**src/rtl/voice_scheduler.sv**
```systemverilog
// Polyphonic voice allocator and per-sample slot sequencer for the synth datapath.
// Optional feature macro: VOICE_STEAL_EN (overflow note-on steals a slot round-robin).
module voice_scheduler #(
  parameter  int NUM_VOICES = 4,
  parameter  int ROM_LAT    = 2,
  localparam int VW         = $clog2(NUM_VOICES)
) (
  input  logic          CLK,
  input  logic          RESET,
  input  logic          EV_VALID,
  output logic          EV_READY,
  input  logic          EV_NOTE_ON,
  input  logic [6:0]    EV_NOTE,
  output logic          EV_DROP,
  input  logic          FIFO_FULL,
  output logic          VOICE_STROBE,
  output logic [VW-1:0] VOICE_IDX,
  output logic [6:0]    VOICE_NOTE,
  output logic          VOICE_ACTIVE,
  output logic          FIFO_WRITE,
  output logic [VW:0]   ACTIVE_COUNT
);

  typedef enum logic [2:0] {
    IDLE, ALLOC, STROBE, WAIT, EMIT
  } state_t;

  state_t state, state_n;

  logic [VW-1:0]         idx, idx_n;
  logic [2:0]            cnt, cnt_n;
  logic                  ev_on;
  logic [6:0]            ev_note;
  logic [NUM_VOICES-1:0] act, act_n;
  logic [6:0]            note   [NUM_VOICES];
  logic [6:0]            note_n [NUM_VOICES];
  logic [VW:0]           count_n;
  logic [VW-1:0]         last_idx;
  logic [6:0]            last_note;
  logic                  last_act;
  logic                  drop;
  logic                  hit;
  logic                  free;
  logic [VW-1:0]         free_idx;
  logic                  in_range;
`ifdef VOICE_STEAL_EN
  logic [VW-1:0]         ptr, ptr_n;
`endif

  // Lowest-index free slot and duplicate detection over the current snapshot
  always_comb begin
    in_range = (ev_note >= 7'd12) && (ev_note <= 7'd119);
    hit      = 1'b0;
    free     = 1'b0;
    free_idx = '0;
    for (int i = NUM_VOICES - 1; i >= 0; i--) begin
      if (act[i] && note[i] == ev_note) hit = 1'b1;
      if (!act[i]) begin
        free     = 1'b1;
        free_idx = VW'(i);
      end
    end
  end

  always_comb begin
    state_n = state;
    idx_n   = idx;
    cnt_n   = cnt;
    act_n   = act;
    note_n  = note;
    drop    = 1'b0;
`ifdef VOICE_STEAL_EN
    ptr_n   = ptr;
`endif
    unique case (state)
      IDLE: begin
        if (EV_VALID) begin
          state_n = ALLOC;
        end else if (!FIFO_FULL) begin
          idx_n   = '0;
          state_n = STROBE;
        end
      end
      ALLOC: begin
        state_n = IDLE;
        if (ev_on) begin
          if (in_range && !hit) begin
            if (free) begin
              act_n[free_idx]  = 1'b1;
              note_n[free_idx] = ev_note;
            end else begin
`ifdef VOICE_STEAL_EN
              note_n[ptr] = ev_note;
              ptr_n = (ptr == VW'(NUM_VOICES - 1)) ? '0 : ptr + 1'b1;
`else
              drop = 1'b1;
`endif
            end
          end
        end else begin
          for (int i = 0; i < NUM_VOICES; i++)
            if (note[i] == ev_note) act_n[i] = 1'b0;
        end
      end
      STROBE: begin
        cnt_n   = '0;
        state_n = WAIT;
      end
      WAIT: begin
        if (cnt == 3'(ROM_LAT - 1)) begin
          if (idx == VW'(NUM_VOICES - 1)) begin
            state_n = EMIT;
          end else begin
            idx_n   = idx + 1'b1;
            state_n = STROBE;
          end
        end else begin
          cnt_n = cnt + 3'd1;
        end
      end
      EMIT:    state_n = IDLE;
      default: state_n = IDLE;
    endcase
  end

  always_comb begin
    count_n = '0;
    for (int i = 0; i < NUM_VOICES; i++)
      count_n = count_n + {{VW{1'b0}}, act_n[i]};
  end

  always_ff @(posedge CLK) begin
    if (RESET) begin
      state        <= IDLE;
      idx          <= '0;
      cnt          <= '0;
      ev_on        <= 1'b0;
      ev_note      <= '0;
      act          <= '0;
      ACTIVE_COUNT <= '0;
      last_idx     <= '0;
      last_note    <= '0;
      last_act     <= 1'b0;
      for (int i = 0; i < NUM_VOICES; i++) note[i] <= '0;
`ifdef VOICE_STEAL_EN
      ptr          <= '0;
`endif
    end else begin
      state        <= state_n;
      idx          <= idx_n;
      cnt          <= cnt_n;
      act          <= act_n;
      note         <= note_n;
      ACTIVE_COUNT <= count_n;
`ifdef VOICE_STEAL_EN
      ptr          <= ptr_n;
`endif
      if (state == IDLE && EV_VALID) begin
        ev_on   <= EV_NOTE_ON;
        ev_note <= EV_NOTE;
      end
      // Voice bus holds the last presented slot between strobes
      if (state == STROBE) begin
        last_idx  <= idx;
        last_note <= note[idx];
        last_act  <= act[idx];
      end
    end
  end

  assign EV_READY     = (state == IDLE);
  assign EV_DROP      = drop;
  assign VOICE_STROBE = (state == STROBE);
  assign VOICE_IDX    = VOICE_STROBE ? idx : last_idx;
  assign VOICE_NOTE   = VOICE_STROBE ? note[idx] : last_note;
  assign VOICE_ACTIVE = VOICE_STROBE ? act[idx] : last_act;
  assign FIFO_WRITE   = (state == EMIT);

endmodule

```
**config.mk**
```make
export PLATFORM = sky130hd
export DESIGN_NAME = voice_scheduler
export DESIGN_NICKNAME = d
export VERILOG_FILES = /design/src/rtl/voice_scheduler.sv
export SDC_FILE = /design/constraint.sdc
export NUM_CORES = 1
export LEC_CHECK = 0
export ABC_AREA = 1
export CAP_MARGIN = 20
export CORE_MARGIN = 1
export CORE_UTILIZATION = 54
export DETAILED_ROUTE_END_ITERATION = 6
export PLACE_DENSITY = 0.85
export SLEW_MARGIN = 40
export SYNTH_ARGS = -nofsm -noshare
export SYNTH_HDL_FRONTEND = slang
export SYNTH_SLANG_ARGS = --single-unit
```
**constraint.sdc**
```tcl
create_clock -name CLK -period 5 [get_ports CLK]
set_input_delay 1 -clock CLK [delete_from_list [all_inputs] [get_ports CLK]]
set_output_delay 1 -clock CLK [all_outputs]
set_load 0.03 [all_outputs]
```
==> metrics.cfg, run 1 <==
[status]
status=finished with violations
violations=design-rule violations

[run]
drv_cap=0

[global_route]
grt_pass1_wl_mm=15.72
grt_antenna_before_repair=0
grt_usage=0.2833
grt_max_degree=33
grt_overflow=0
grt_pass1_vias=3232

[drt]
drt_wl_total_mm=9.684
drtAntennaViolNets=0
vias=3588
wire_per_inst_um=14.94
vias_per_cell=5.537
drt_first_iter_violations=373
post-route-drc-count=2
drtPass1Iterations=7

[timing]
max_slew.worst_pin.slew_ns=0.8822
hold_viol=0
fmax_ghz=0.2410
slew_headroom=0.4097
fin_crit_sh=0.8298
setup_tns_ns=0
grt_setup_unrepaired=false
finalSetupViolations=0
drv_slew=0
period_needed_ns=4.149
worst_clock_skew_ns=0.01109

[critical_path]
r2r_end=ACTIVE_COUNT[1]
r2r_cells=15
crit_path_end_kind=output pin
critPathMaxFanout=32
crit_type=flip-flop to output pin
cp.required_ns=4.00
rr_startpoint=ev_note[3]
worstPathArrival_ns=3.15
startpoint_type=flip-flop
reg2reg_slack_ns=1.81

[clock_tree]
cts.reportedPaths.clkPinSlew_ns=0.07
clock_path_buffers=2
cts_max_level=3
ctsRootBufferMaster=clkbuf_8
cts_resized=0
clkLatencyLatePin_ns=0.35
cts_sinks=61
hold_buffers=0
cts_tree=yes
cts-buffers-inserted=9
cts_setup_buffers=0

[power_and_ir_drop]
ir_drop_v=0.0002247
p_leak_nw=1.865
p_per_area_nw_per_um2=352.9

[hold_path]
hold_end=last_note[3]
hp-class=flip-flop to flip-flop
min_from=last_note[3]
hold_depth=2

[floorplan]
rows=29
die_area_um2=7149
coreArea_um2=6459
initial_core_util=0.5697
num_io_pins=29
fp.dieH_um=84.55
die_w_um=84.55

[finish]
fin_nets=584
drive_gt1_frac=0.1156
final_cell_mix=161 x nand2_1, 76 x inv_1, 61 x dfxtp_1, 46 x nor2_1, 35 x a21oi_1
areaGrowthSynthToFinish_pct=14.18
final_util=0.6505
antenna_cells=0
final_common_cell=nand2_1

[logic_synthesis]
synth_fp_nets=564
syn_inst=546
synth_area_um2=3680
synth_top_cell_area_share=0.3319
synth_warnings=0
ys.flop_type=dfxtp_1
synth_seq_area_share=0.3319
synth_area_leaders=dfxtp_1 33%, nand2_1 16%, inv_1 7.9%
yosysUniqueCellTypes=37
postSynthAreaPerCell_um2=6.740
synth_top_cell_by_area=dfxtp_1
synthArstFlopShare=0
synth_edf_count=0
ys_seq_elements=61

[placement]
gp_congestion=0.9468
post-dp-hpwl_mm=6.749
port_buffers=28

registers in the layout (all words and copies together) (netlist names):
register	cells
note	28
ev_note	7
last_note	7
act	4
ACTIVE_COUNT	3
cnt	3
state	3
idx	2
last_idx	2
ev_on	1
last_act	1
through the flow:
stage	total power [mW]	cells	worst slack, ns	hold WS [ns]	cell area, um2
4_1_cts	1.468	647	0.8663	0.4759	4179
2_1_floorplan	0.8438	546	2.315	0.4437	3680
6_report	1.483	648	0.8509	0.4758	4202
3_5_place_dp	0.9389	631	1.241	0.4604	3941
3_3_place_gp	0.9306	631	1.267	0.4587	3941
5_1_grt	1.540	648	0.6863	0.5026	4202
how the worst max path moves through the flow:
| stage | from | slack [ns] | cells after the start | endpoint |
|---|---|---|---|---|
| 2_1_floorplan | ev_note[6] | 2.31 | 13 | EV_DROP |
| 3_3_place_gp | ev_note[3] | 1.27 | 11 | EV_DROP |
| 3_5_place_dp | ev_note[3] | 1.24 | 11 | EV_DROP |
| 4_1_cts | ev_note[3] | 0.87 | 11 | EV_DROP |
| 5_1_grt | ev_note[5] | 0.69 | 11 | EV_DROP |
| 6_report | ev_note[3] | 0.85 | 11 | EV_DROP |
critical path, cell delays in order, from the launching register on:
cell and delay [ns]:
dfxtp_1 0.54, inv_2 0.12, nand2_1 0.08, nand2_1 0.05, nand2_1 0.10, nor2_1 0.08
nand3_2 0.10, nand3_2 0.09, nor2_4 0.59, nand2_2 0.16, nor3_2 0.17, clkdlybuf4s50_1 0.71
synthesized netlist by cell type, types with 6 or more instances:
master	instances
a21oi_1	35
nand2_1	161
o21ai_0	32
nand3_2	8
nor2_1	46
nand2_2	6
nand4_1	29
nand3_1	6
dfxtp_1	61
clkbuf_1	8
inv_2	9
xnor2_1	11
inv_1	77
area by class of cell:
| type | instances | area, um2 |
|---|---|---|
| sequential | 61 | 1221 |
| multi-input combinational | 375 | 1994 |
| inverter | 87 | 326.6 |
| fill | 576 | 2257 |
| clock inverter | 7 | 113.9 |
| clock buffer | 9 | 123.9 |
| tap | 77 | 96.34 |
| timing repair buffer | 32 | 325.3 |
kinds of logic (layout without fill, tap and decap cells):
logic type,count (synthesis),in the layout,synth area share
buffers and inverters,110,135,0.1261
DFF,61,61,0.3319
adders and majority gates,6,6,0.02244
xor gates and xnor gates,14,14,0.03332
AOI/OAI and AO/OA,80,80,0.1221
and+or+nand+nor,275,275,0.3642
routing by layer:
metal  vias up  wire, um  track usage
met5         -         0            0
li1       1762         -            -
met1      1613      3964       0.3655
met2       174      4567       0.4590
met4         0       363       0.1248
met3        39       789      0.05801
power by group:
part	total, mW	switching (mW)	internal, mW
sequential	0.552	0.0393	0.512
combinational	0.392	0.259	0.134
clock	0.538	0.209	0.329
No activity file was read; power rests on OpenSTA's default activity.
==> inputs of run 2 (changes only) <==
- CORE_UTILIZATION: 54 -> 53
- PLACE_DENSITY: 0.85 -> 0.86
- clock period: 5 -> 3.6 ns (I/O delays scaled with it)
==> run 2 against run 1 <==
The run now ends clean. Register-to-register slack worse by 0.97 ns. Clock skew is 0.0053 ns lower. Combinational power is 44% higher. Clock power is 20% higher. Routed wire length is 3.3% higher. Final area hardly changed. Sequential share of layout area hardly changed.
==> metrics.cfg, run 2 (synthesis gave the netlist of run 1 again) <==
[timing]
slew_headroom=0.4165  ; was 0.4097
finalSetupViolations=0  ; unchanged
grt_setup_unrepaired=false  ; unchanged
fmax_ghz=0.2908
drv_slew=0  ; unchanged
setup_tns_ns=0  ; unchanged
max_slew.worst_pin.slew_ns=0.8720  ; was 0.8822 ns
hold_viol=0  ; unchanged
fin_crit_sh=0.9554
setup_slack_ns=0.1607  ; was 0.8509 ns
period_needed_ns=3.439
worst_clock_skew_ns=0.005824  ; was 0.01109 ns

[critical_path]
crit_top_cell=nand2_1  ; unchanged
critPathMaxFanout=12  ; was 32
worstPathArrival_ns=2.72  ; was 3.15 ns
max_stage_delay_ns=0.69  ; was 0.71 ns
crit_path_end_kind=output pin  ; unchanged
worstPathCellList=inv_1 -> a21oi_1 -> o21ai_0 -> nand2_1 -> nand2_1 -> nand2_1 -> clkdlybuf4s50_1  ; was inv_2 -> nand2_1 -> nand2_1 -> nand2_1 -> nor2_1 -> nand3_2 -> nand3_2 -> nor2_4 -> nand2_2 -> nor3_2 -> clkdlybuf4s50_1
startpoint_type=flip-flop  ; unchanged
worst-path-buf-inv=2  ; unchanged
crit_type=flip-flop to output pin  ; unchanged
cpMaxStageDelayCell=dfxtp_1  ; was clkdlybuf4s50_1
reg2reg_slack_ns=0.84  ; was 1.81 ns
cp.required_ns=2.88  ; was 4.00 ns
cpLargestDelayFamily=buffers and inverters  ; was simple AND/OR/NAND/NOR gates

[floorplan]
die_w_um=85.33  ; was 84.55 um
die_area_um2=7280  ; was 7149 um2
rows=30  ; was 29
coreArea_um2=6756  ; was 6459 um2
fp.dieH_um=85.33  ; was 84.55 um
num_io_pins=29  ; unchanged
initial_core_util=0.5446  ; was 0.5697

[drt]
drtAntennaViolNets=0  ; unchanged
wire_per_inst_um=15.30  ; was 14.94 um
drt_first_iter_violations=329  ; was 373
vias=3652  ; was 3588
post-route-drc-count=0  ; was 2
drt_wl_total_mm=10.01  ; was 9.684 mm
vias_per_cell=5.584  ; was 5.537
drtPass1Iterations=5  ; was 7

[power_and_ir_drop]
ir_drop_v=0.0002358  ; was 0.0002247 V
p_leak_nw=1.859  ; was 1.865 nW
p_per_area_nw_per_um2=469.7  ; was 352.9 nW/um2
total_power_mw=1.975  ; was 1.483 mW

[global_route]
grt_usage=0.2951  ; was 0.2833
grt_pass1_wl_mm=16.36  ; was 15.72 mm
grt_max_degree=33  ; unchanged
grt_overflow=0  ; unchanged
grt_antenna_before_repair=0  ; unchanged
grt_pass1_vias=3474  ; was 3232

[placement]
port_buffers=28  ; unchanged
post-dp-hpwl_mm=6.956  ; was 6.749 mm
dp_slack_ns=0.6813  ; was 1.241 ns
gp_congestion=0.9646  ; was 0.9468
dpl.cell_count=637  ; was 631

[clock_tree]
ctsRootBufferMaster=clkbuf_8  ; unchanged
hold_buffers=0  ; unchanged
clkLatencyLatePin_ns=0.36  ; was 0.35 ns
cts-buffers-inserted=9  ; unchanged
cts_tree=yes  ; unchanged
cts.reportedPaths.clkPinSlew_ns=0.07  ; about the same
cts_sinks=61  ; unchanged
cts_setup_buffers=0  ; unchanged
clock_path_buffers=2  ; unchanged
cts_resized=0  ; unchanged
cts_max_level=3  ; unchanged

[hold_path]
hp-class=flip-flop to flip-flop  ; unchanged

[finish]
drive_gt1_frac=0.1167  ; was 0.1156
antenna_cells=0  ; unchanged
instances_no_fill=654  ; was 648
fin_nets=587  ; was 584
final_cell_mix=161 x nand2_1, 77 x inv_1, 61 x dfxtp_1, 46 x nor2_1, 35 x a21oi_1  ; was 161 x nand2_1, 76 x inv_1, 61 x dfxtp_1, 46 x nor2_1, 35 x a21oi_1
top_regs=note (28), ev_note (7), last_note (7)  ; unchanged
largest_register_ffs=28  ; unchanged
final_common_cell=nand2_1  ; unchanged
areaGrowthSynthToFinish_pct=14.28  ; was 14.18%
largest-register=note  ; unchanged

[run]
drv_cap=0  ; unchanged

[status]
status=complete, no violations  ; was finished with violations

## run 2: changes by cell type in the layout (fill, tap and decap cells not counted), sizes merged
cell           change
clkinvlp           +2
bufinv             -2
clkdlybuf4s50      +1
clkbuf             +2
clkinv             -2
buf                +2
## run 2: worst min-delay path: stages (launching register included)
cell     delay (ns)
dfxtp_1        0.30
nand2_1        0.07
a21oi_1        0.06
## run 2: per-stage QoR
| step | instance area (um2) | hold WS (ns) | util |
|---|---|---|---|
| CTS | 4178 | 0.4827 | 0.6183 |
| global route | 4205 | 0.4963 | 0.6224 |
| detailed placement | 3968 | 0.4703 | 0.5872 |
| finish | 4205 | 0.4796 | 0.6224 |
| floorplan | 3680 | 0.4437 | - |
| global placement | 3968 | 0.4574 | 0.5872 |
## run 2: metal layers
| layer | up-vias | share of wire | routed length, um | global-route usage |
|---|---|---|---|---|
| met5 | - | 0 | 0 | 0 |
| met4 | 0 | 0.047 | 467 | 0.1985 |
| met1 | 1637 | 0.41 | 4135 | 0.3607 |
| met2 | 190 | 0.46 | 4591 | 0.4736 |
| met3 | 50 | 0.081 | 812 | 0.05545 |
| li1 | 1775 | - | - | - |
## run 2: cell type report
cell class,count,area [um2]
Fill cell,586,2551
Timing Repair Buffer,35,352.8
Tap cell,80,100.1
Clock buffer,11,151.4
Sequential cell,61,1221
Inverter,87,326.6
Multi-Input combinational cell,375,1994
Clock inverter,5,58.81
## run 2: final timing paths
| path | start | endpoint | cells past startpoint |
|---|---|---|---|
| max | idx[1] | VOICE_NOTE[5] | 7 |
| min | last_note[1] | last_note[1] | 2 |
| max reg2reg | ev_note[0] | ACTIVE_COUNT[1] | 16 |
| min reg2reg | last_note[1] | last_note[1] | 2 |
## run 2: report_power, final
part           internal [mW]  switching [mW]
Combinational          0.190           0.374
Sequential             0.712          0.0518
Clock                  0.357           0.291
Total                   1.26           0.717
==> inputs of run 3 (changes only) <==
- CAP_MARGIN: 20 -> unset
==> results of run 3 <==
The final DEF is identical to that of run 2; final timing and power are the same.
